File: config.mk
export PLATFORM = sky130hd
export DESIGN_NAME = bias_seq_ctrl
export DESIGN_NICKNAME = d
export VERILOG_FILES = /design/src/rtl/bias_seq_ctrl.sv
export SDC_FILE = /design/constraint.sdc
export NUM_CORES = 1
export LEC_CHECK = 0
export CAP_MARGIN = 20
export CORE_MARGIN = 5
export CORE_UTILIZATION = 45
export DETAILED_ROUTE_END_ITERATION = 10
export GPL_TIMING_DRIVEN = 0
export PLACE_DENSITY = 0.8
export SYNTH_ARGS = -nofsm -noshare
export SYNTH_HDL_FRONTEND = slang
export SYNTH_SLANG_ARGS = --single-unit
File: constraint.sdc
create_clock -name CLK_I -period 4.82 [get_ports CLK_I]
set_input_delay 0.964 -clock CLK_I [delete_from_list [all_inputs] [get_ports CLK_I]]
set_output_delay 0.964 -clock CLK_I [all_outputs]
set_load 0.02 [all_outputs]
File: src/rtl/bias_seq_ctrl.sv
// Purpose: power-up sequencer and trim controller for the IO-ring bandgap/bias cell.
// Latency: all outputs registered; the cell valid flag is qualified through a 2-flop synchronizer (3 edges to READY_O).
// Backpressure: none; TRIM_LOAD_I outside OFF/READY (or lost to a valid drop) is dropped without ack and must be re-issued.
//
// Ports:
//   CLK_I, RST_I             clock, synchronous active-high reset
//   ENABLE_I, VBIAS_REQ_I    level requests: power the cell / drive VBIAS
//   TRIM_*_CFG_I, TRIM_LOAD_I  trim values from config, single-cycle trim update request
//   BG_VALID_N_I             asynchronous active-low valid flag from the cell
//   EN_O, BG_STARTUP_O, EN_VBIAS_O, TRIM_*_O   cell control pins
//   READY_O, FAULT_O, TRIM_ACK_O, STATE_O, RETRY_CNT_O  status back to the config block
module bias_seq_ctrl #(
  parameter int STARTUP_CYC = 16,
  parameter int SETTLE_CYC  = 256,
  parameter int TIMEOUT_CYC = 1024,
  parameter int MAX_RETRY   = 3,
  parameter int CNT_W       = 12
) (
  input  logic       CLK_I,
  input  logic       RST_I,
  input  logic       ENABLE_I,
  input  logic       VBIAS_REQ_I,
  input  logic [3:0] TRIM_BIAS_CFG_I,
  input  logic [4:0] TRIM_CURV_CFG_I,
  input  logic [4:0] TRIM_VBG_CFG_I,
  input  logic       TRIM_LOAD_I,
  input  logic       BG_VALID_N_I,
  output logic       EN_O,
  output logic       BG_STARTUP_O,
  output logic       EN_VBIAS_O,
  output logic [3:0] TRIM_BIAS_O,
  output logic [4:0] TRIM_CURV_O,
  output logic [4:0] TRIM_VBG_O,
  output logic       READY_O,
  output logic       FAULT_O,
  output logic       TRIM_ACK_O,
  output logic [2:0] STATE_O,
  output logic [1:0] RETRY_CNT_O
);

  typedef enum logic [2:0] {
    ST_OFF     = 3'd0,
    ST_STARTUP = 3'd1,
    ST_SETTLE  = 3'd2,
    ST_CHECK   = 3'd3,
    ST_READY   = 3'd4,
    ST_FAULT   = 3'd6
  } stateT;

  // Terminal counts: a phase of N cycles ends on the cycle the counter reads N-1.
  localparam logic [CNT_W-1:0] STARTUP_LAST = CNT_W'(STARTUP_CYC - 1);
  localparam logic [CNT_W-1:0] SETTLE_LAST  = CNT_W'(SETTLE_CYC - 1);
  localparam logic [CNT_W-1:0] TIMEOUT_LAST = CNT_W'(TIMEOUT_CYC - 1);
  localparam logic [CNT_W-1:0] CNT_MAX      = {CNT_W{1'b1}};
  localparam logic [CNT_W-1:0] CNT_ONE      = CNT_W'(1);
  // Valid is only trusted in CHECK once both synchronizer stages hold samples
  // taken after CHECK was entered; the flag can glitch while trims change.
  // TIMEOUT_CYC should therefore be at least 3.
  localparam logic [CNT_W-1:0] QUAL_CNT     = CNT_W'(2);
  localparam logic [1:0]       RETRY_LIMIT  = 2'(MAX_RETRY);

  stateT            stateQ;
  stateT            stateD;
  logic [CNT_W-1:0] cntQ;
  logic [1:0]       retryQ;
  logic [1:0]       retryD;
  logic             vnMeta;
  logic             vnS;

  logic [3:0]       trimBiasQ;
  logic [4:0]       trimCurvQ;
  logic [4:0]       trimVbgQ;

  logic             enQ;
  logic             startupQ;
  logic             enVbiasQ;
  logic             readyQ;
  logic             faultQ;
  logic             ackQ;

  logic             latchTrim;
  logic             clearTrim;
  logic             ackD;
  logic             failAttempt;
  logic             enD;
  logic             startupD;
  logic             enVbiasD;
  logic             readyD;
  logic             faultD;

  // Next-state logic. ENABLE_I low overrides everything else.
  always_comb begin
    stateD      = stateQ;
    retryD      = retryQ;
    latchTrim   = 1'b0;
    clearTrim   = 1'b0;
    ackD        = 1'b0;
    failAttempt = 1'b0;

    if (!ENABLE_I) begin
      stateD = ST_OFF;
      retryD = 2'd0;
      if (stateQ == ST_OFF) begin
        if (TRIM_LOAD_I) begin
          latchTrim = 1'b1;
          ackD      = 1'b1;
        end
      end else begin
        // Leaving an active session: every output, trims included, returns to 0.
        clearTrim = 1'b1;
      end
    end else begin
      case (stateQ)
        ST_OFF: begin
          latchTrim = 1'b1;
          ackD      = TRIM_LOAD_I;
          retryD    = 2'd0;
          stateD    = ST_STARTUP;
        end
        ST_STARTUP: begin
          if (cntQ == STARTUP_LAST) stateD = ST_SETTLE;
        end
        ST_SETTLE: begin
          if (cntQ == SETTLE_LAST) stateD = ST_CHECK;
        end
        ST_CHECK: begin
          if (!vnS && (cntQ >= QUAL_CNT)) begin
            stateD = ST_READY;
          end else if (cntQ == TIMEOUT_LAST) begin
            failAttempt = 1'b1;
          end
        end
        ST_READY: begin
          // Loss of valid takes precedence over a coincident trim request.
          if (vnS) begin
            failAttempt = 1'b1;
          end else if (TRIM_LOAD_I) begin
            latchTrim = 1'b1;
            ackD      = 1'b1;
            stateD    = ST_SETTLE;
          end
        end
        ST_FAULT: begin
          stateD = ST_FAULT;
        end
        default: begin
          stateD = ST_OFF;
        end
      endcase

      if (failAttempt) begin
        if (retryQ < RETRY_LIMIT) begin
          retryD = retryQ + 2'd1;
          stateD = ST_STARTUP;
        end else begin
          stateD = ST_FAULT;
        end
      end
    end
  end

  // Output decode from the next state so pins change on the same edge as the state.
  always_comb begin
    enD      = (stateD == ST_STARTUP) || (stateD == ST_SETTLE) ||
               (stateD == ST_CHECK)   || (stateD == ST_READY);
    startupD = (stateD == ST_STARTUP);
    readyD   = (stateD == ST_READY);
    enVbiasD = readyD && VBIAS_REQ_I;
    faultD   = (stateD == ST_FAULT);
  end

  always_ff @(posedge CLK_I) begin
    if (RST_I) begin
      vnMeta    <= 1'b1;
      vnS       <= 1'b1;
      stateQ    <= ST_OFF;
      cntQ      <= '0;
      retryQ    <= 2'd0;
      trimBiasQ <= 4'd0;
      trimCurvQ <= 5'd0;
      trimVbgQ  <= 5'd0;
      enQ       <= 1'b0;
      startupQ  <= 1'b0;
      enVbiasQ  <= 1'b0;
      readyQ    <= 1'b0;
      faultQ    <= 1'b0;
      ackQ      <= 1'b0;
    end else begin
      vnMeta <= BG_VALID_N_I;
      vnS    <= vnMeta;
      stateQ <= stateD;
      retryQ <= retryD;

      // Restart timing on every state change; saturate rather than wrap.
      if (!ENABLE_I || (stateD != stateQ)) begin
        cntQ <= '0;
      end else if (cntQ != CNT_MAX) begin
        cntQ <= cntQ + CNT_ONE;
      end

      if (clearTrim) begin
        trimBiasQ <= 4'd0;
        trimCurvQ <= 5'd0;
        trimVbgQ  <= 5'd0;
      end else if (latchTrim) begin
        trimBiasQ <= TRIM_BIAS_CFG_I;
        trimCurvQ <= TRIM_CURV_CFG_I;
        trimVbgQ  <= TRIM_VBG_CFG_I;
      end

      enQ      <= enD;
      startupQ <= startupD;
      enVbiasQ <= enVbiasD;
      readyQ   <= readyD;
      faultQ   <= faultD;
      ackQ     <= ackD;
    end
  end

  assign EN_O         = enQ;
  assign BG_STARTUP_O = startupQ;
  assign EN_VBIAS_O   = enVbiasQ;
  assign READY_O      = readyQ;
  assign FAULT_O      = faultQ;
  assign TRIM_ACK_O   = ackQ;
  assign TRIM_BIAS_O  = trimBiasQ;
  assign TRIM_CURV_O  = trimCurvQ;
  assign TRIM_VBG_O   = trimVbgQ;
  assign STATE_O      = stateQ;
  assign RETRY_CNT_O  = retryQ;

  // VBIAS must never be driven from an unqualified bandgap.
  assert property (@(posedge CLK_I) EN_VBIAS_O |-> READY_O);
  assert property (@(posedge CLK_I) disable iff (RST_I) RETRY_CNT_O <= RETRY_LIMIT);

endmodule

==> impl_metrics.json <==
{
  "cts_post_setup_buffers_inserted": 0,
  "hold_violations": 0,
  "count_of_final_setup_violators": 0,
  "arrival_time_at_the_worst_endpoint_ns": 3.41,
  "ioPinCount": 45,
  "syn_avg_cell_area_um2": 9.73,
  "max-vdd-ir-drop_mv": 0.230,
  "layout_worst_path_cycle_share_pct": 67.4,
  "power.density_mw_per_mm2": 296,
  "cpLargestDelayFamily": "buffers and inverters",
  "grt_antenna_before_repair": 0,
  "hold-path-cell-count": 1,
  "crit_path_start_kind": "primary input",
  "num-nets-final": 268,
  "crit_path_cell_trace": "clkdlybuf4s50_1, inv_1, nor3_1, nor2_1, o311ai_2, mux2i_1, buf_1, nor3_2",
  "syn_area_mm2": 0.00189,
  "detailedPlacementHpwl_mm": 3.04,
  "cp-end-kind": "flop",
  "final_common_cell": "sky130_fd_sc_hd__clkdlybuf4s50_1",
  "critical_path.max_fanout": 10,
  "slowest_delay_ns": 0.58,
  "vias": 1561,
  "dp.cells": 288,
  "number_of_sinks_on_the_clock_net": 39,
  "endpoint": "cntQ[2]",
  "r2r_start": "cntQ[1]",
  "setup.worst_path.class": "in -> reg",
  "reg2regPathDepth": 8,
  "detail_route.wl_per_cell_um": 14.0,
  "grt_pass1_wl_mm": 6.76,
  "place.gp.congestion": 0.787,
  "postSynthRegisterBits": 39,
  "final_cells": 296,
  "drcViolationCount": 0,
  "crit_path_start": "TRIM_LOAD_I",
  "grtUsageTotal_pct": 15.5,
  "layout_min_cycle_time_ns": 3.25,
  "worstMarginPinSlew_ns": 0.714,
  "insertedDiodeCount": 0,
  "clock_latency_at_the_later_pin_of_the_worst_skew_pair_ns": 0.29,
  "drtIter0Drc": 91,
  "cts_buffers": 5,
  "timing.fmax_mhz": 308,
  "fp.dieArea_mm2": 0.00559,
  "cts_hold_repair_buffers": 0,
  "sequential_to_total_area_share_from_yosys_stat_pct": 41.4,
  "via_count_of_the_first_global_routing_pass": 1525,
  "ctsResizeCount": 0,
  "post_synth_edffs": 0,
  "timing.slew.headroom_pct": 52.4,
  "hold_path_class": "reg -> reg",
  "cap_viol_max_count": 0,
  "grt_overflow": 0,
  "nFillCells": 338,
  "ctsLongestPathBuffers": 2,
  "cts_tree": "yes",
  "die_y_um": 74.8,
  "status": "completed",
  "final_count_of_pins_violating_max_slew": 0,
  "synth_cell_types": 47,
  "core-area_mm2": 0.00403,
  "buffer_and_inverter_count_on_the_worst_path": 3,
  "vias_per_cell": 5.27,
  "ant_nets": 0,
  "postRouteWirelength_mm": 4.15,
  "cts-root-buf": "sky130_fd_sc_hd__clkbuf_8",
  "synth-main-ff-cell": "sky130_fd_sc_hd__dfxtp_1",
  "asyncSetResetFlopFracSynth_pct": 0,
  "post_synth_inst_count": 194,
  "finalClockSkew_ns": 0.00189,
  "core.rowCount": 23,
  "clkTransAtPathRegs_ns": 0.07,
  "final.setup.tns_ns": 0,
  "grt_setup_unrepaired": "false",
  "setup.reg_to_reg.worst_slack_ns": 1.83,
  "numPortBuffers": 44,
  "minimum_hold_slack_ns": 0.419,
  "synth.net_count": 217,
  "areaGrowthSynthToFinish_pct": 33.7,
  "yosysWarningCount": 0,
  "leakage_power_figure_nw": 0.949,
  "regToRegEndpoint": "cntQ[2]",
  "post_route_cells_drive_above_1_share_pct": 11.8,
  "drtPass1Iterations": 4,
  "floorplan.initialDensity_pct": 46.8,
  "master_of_the_slowest_instance_on_the_critical_path": "sky130_fd_sc_hd__buf_1",
  "most-common-layout-cells": "sky130_fd_sc_hd__clkdlybuf4s50_1 (44), sky130_fd_sc_hd__dfxtp_1 (39), sky130_fd_sc_hd__nor2_1 (28)",
  "cp_data_required_time_ns": 4.98,
  "htreeDepth": 2,
  "maximum_number_of_pins_on_one_net_before_global_route_repair": 13,
  "chipWidth_um": 74.8,
  "timing.critical_path.depth": 8
}
==> worst reg2reg max path, stage by stage (launching register included) <==
cell and delay (ns):
sky130_fd_sc_hd__dfxtp_1 0.46, sky130_fd_sc_hd__ha_1 0.26, sky130_fd_sc_hd__nand3_1 0.25, sky130_fd_sc_hd__nor4_4 0.43
sky130_fd_sc_hd__a31oi_1 0.20, sky130_fd_sc_hd__o311ai_2 0.18, sky130_fd_sc_hd__mux2i_1 0.39, sky130_fd_sc_hd__buf_1 0.58
sky130_fd_sc_hd__nor3_2 0.11
==> sequential cells by signal, summed over array words and instances (netlist names), 2 cells and up <==
register	flops
TRIM_VBG_O	5
TRIM_BIAS_O	4
TRIM_CURV_O	5
RETRY_CNT_O	2
cntQ	12
STATE_O	3
==> power breakdown <==
part | switching [mW] | total [mW] | internal (mW)
combinational | 0.0412 | 0.0857 | 0.0445
sequential | 0.00545 | 0.338 | 0.333
clock | 0.115 | 0.321 | 0.207
total | 0.161 | 0.745 | 0.584
==> layer usage <==
layer,vias up,part of all wire (%),GRT usage (%)
li1,799,-,-
met1,712,43,18.3
met2,39,48,26.7
met3,11,5.2,3.60
met4,0,3.0,7.11
met5,-,0,0
==> worst min-delay path by stage <==
stage,start,to,slack (ns)
2_1_floorplan,vnMeta,vnS,0.39
3_3_place_gp,vnMeta,vnS,0.39
3_5_place_dp,vnMeta,vnS,0.41
4_1_cts,vnMeta,vnS,0.43
5_1_grt,vnMeta,vnS,0.45
6_report,vnMeta,vnS,0.42
==> cell usage after synthesis, types with 2 or more instances <==
cell type	instances	share of area [%]
sky130_fd_sc_hd__xnor2_1	4	1.9
sky130_fd_sc_hd__nor2_1	28	5.6
sky130_fd_sc_hd__and2_1	2	0.66
sky130_fd_sc_hd__inv_1	4	0.80
sky130_fd_sc_hd__nor3_1	4	1.1
sky130_fd_sc_hd__nor4_1	2	0.66
sky130_fd_sc_hd__nor3_2	8	4.2
sky130_fd_sc_hd__or2_1	3	0.99
sky130_fd_sc_hd__nand4_1	4	1.3
sky130_fd_sc_hd__and3_1	5	1.7
sky130_fd_sc_hd__dfxtp_1	39	41
sky130_fd_sc_hd__xor2_1	6	2.8
sky130_fd_sc_hd__o21ai_0	2	0.53
sky130_fd_sc_hd__nand3_1	7	1.9
sky130_fd_sc_hd__a31oi_1	2	0.66
sky130_fd_sc_hd__buf_1	2	0.40
sky130_fd_sc_hd__a31o_1	2	0.93
sky130_fd_sc_hd__mux2i_1	17	9.0
sky130_fd_sc_hd__nand3b_1	2	0.80
sky130_fd_sc_hd__nand2_1	6	1.2
sky130_fd_sc_hd__a21oi_1	5	1.3
sky130_fd_sc_hd__nand2b_1	4	1.3
sky130_fd_sc_hd__a211oi_1	2	0.80
sky130_fd_sc_hd__clkbuf_1	4	0.80
sky130_fd_sc_hd__nor4_4	3	3.4
sky130_fd_sc_hd__a211oi_2	2	1.3
sky130_fd_sc_hd__o21bai_1	2	0.80
sky130_fd_sc_hd__ha_1	3	2.0
sky130_fd_sc_hd__or2_2	2	0.66
==> logic make-up (layout without fill, tap and decap cells) <==
group                    Yosys count  count (layout)  share of synthesized area [%]
adder cells (fa/ha/maj)            3               3                           1.99
AO/OA/AOI/OAI                     27              27                           11.4
buffers and inverters             12              64                           2.85
AND/OR/NAND/NOR                   86              86                           28.7
XOR/XNOR                          10              10                           4.64
multiplexers                      17              17                           9.02
flip-flops                        39              39                           41.4
==> stage by stage <==
stage | power (mW) | setup WS (ns) | util (%) | area, um2
after floorplan | 0.389 | 2.21 | - | 1890
after global placement | 0.431 | 1.29 | 59.3 | 2390
after detailed placement | 0.432 | 1.28 | 59.3 | 2390
after CTS | 0.750 | 1.54 | 62.6 | 2520
after global routing | 0.770 | 1.36 | 62.6 | 2520
final | 0.745 | 1.57 | 62.6 | 2520
==> final cells by class <==
cell class                      instances  area (um2)  area share, %
Multi-Input combinational cell        143        1050           41.7
Sequential cell                        39         781           31.0
Timing Repair Buffer                   44         440           17.5
Clock buffer                            6        72.6           2.88
Tap cell                               50        62.6           2.48
Clock inverter                          2        60.1           2.38
Buffer                                  8        38.8           1.54
Inverter                                4        15.0          0.595
Note: power is estimated with default switching activity, not from simulation.
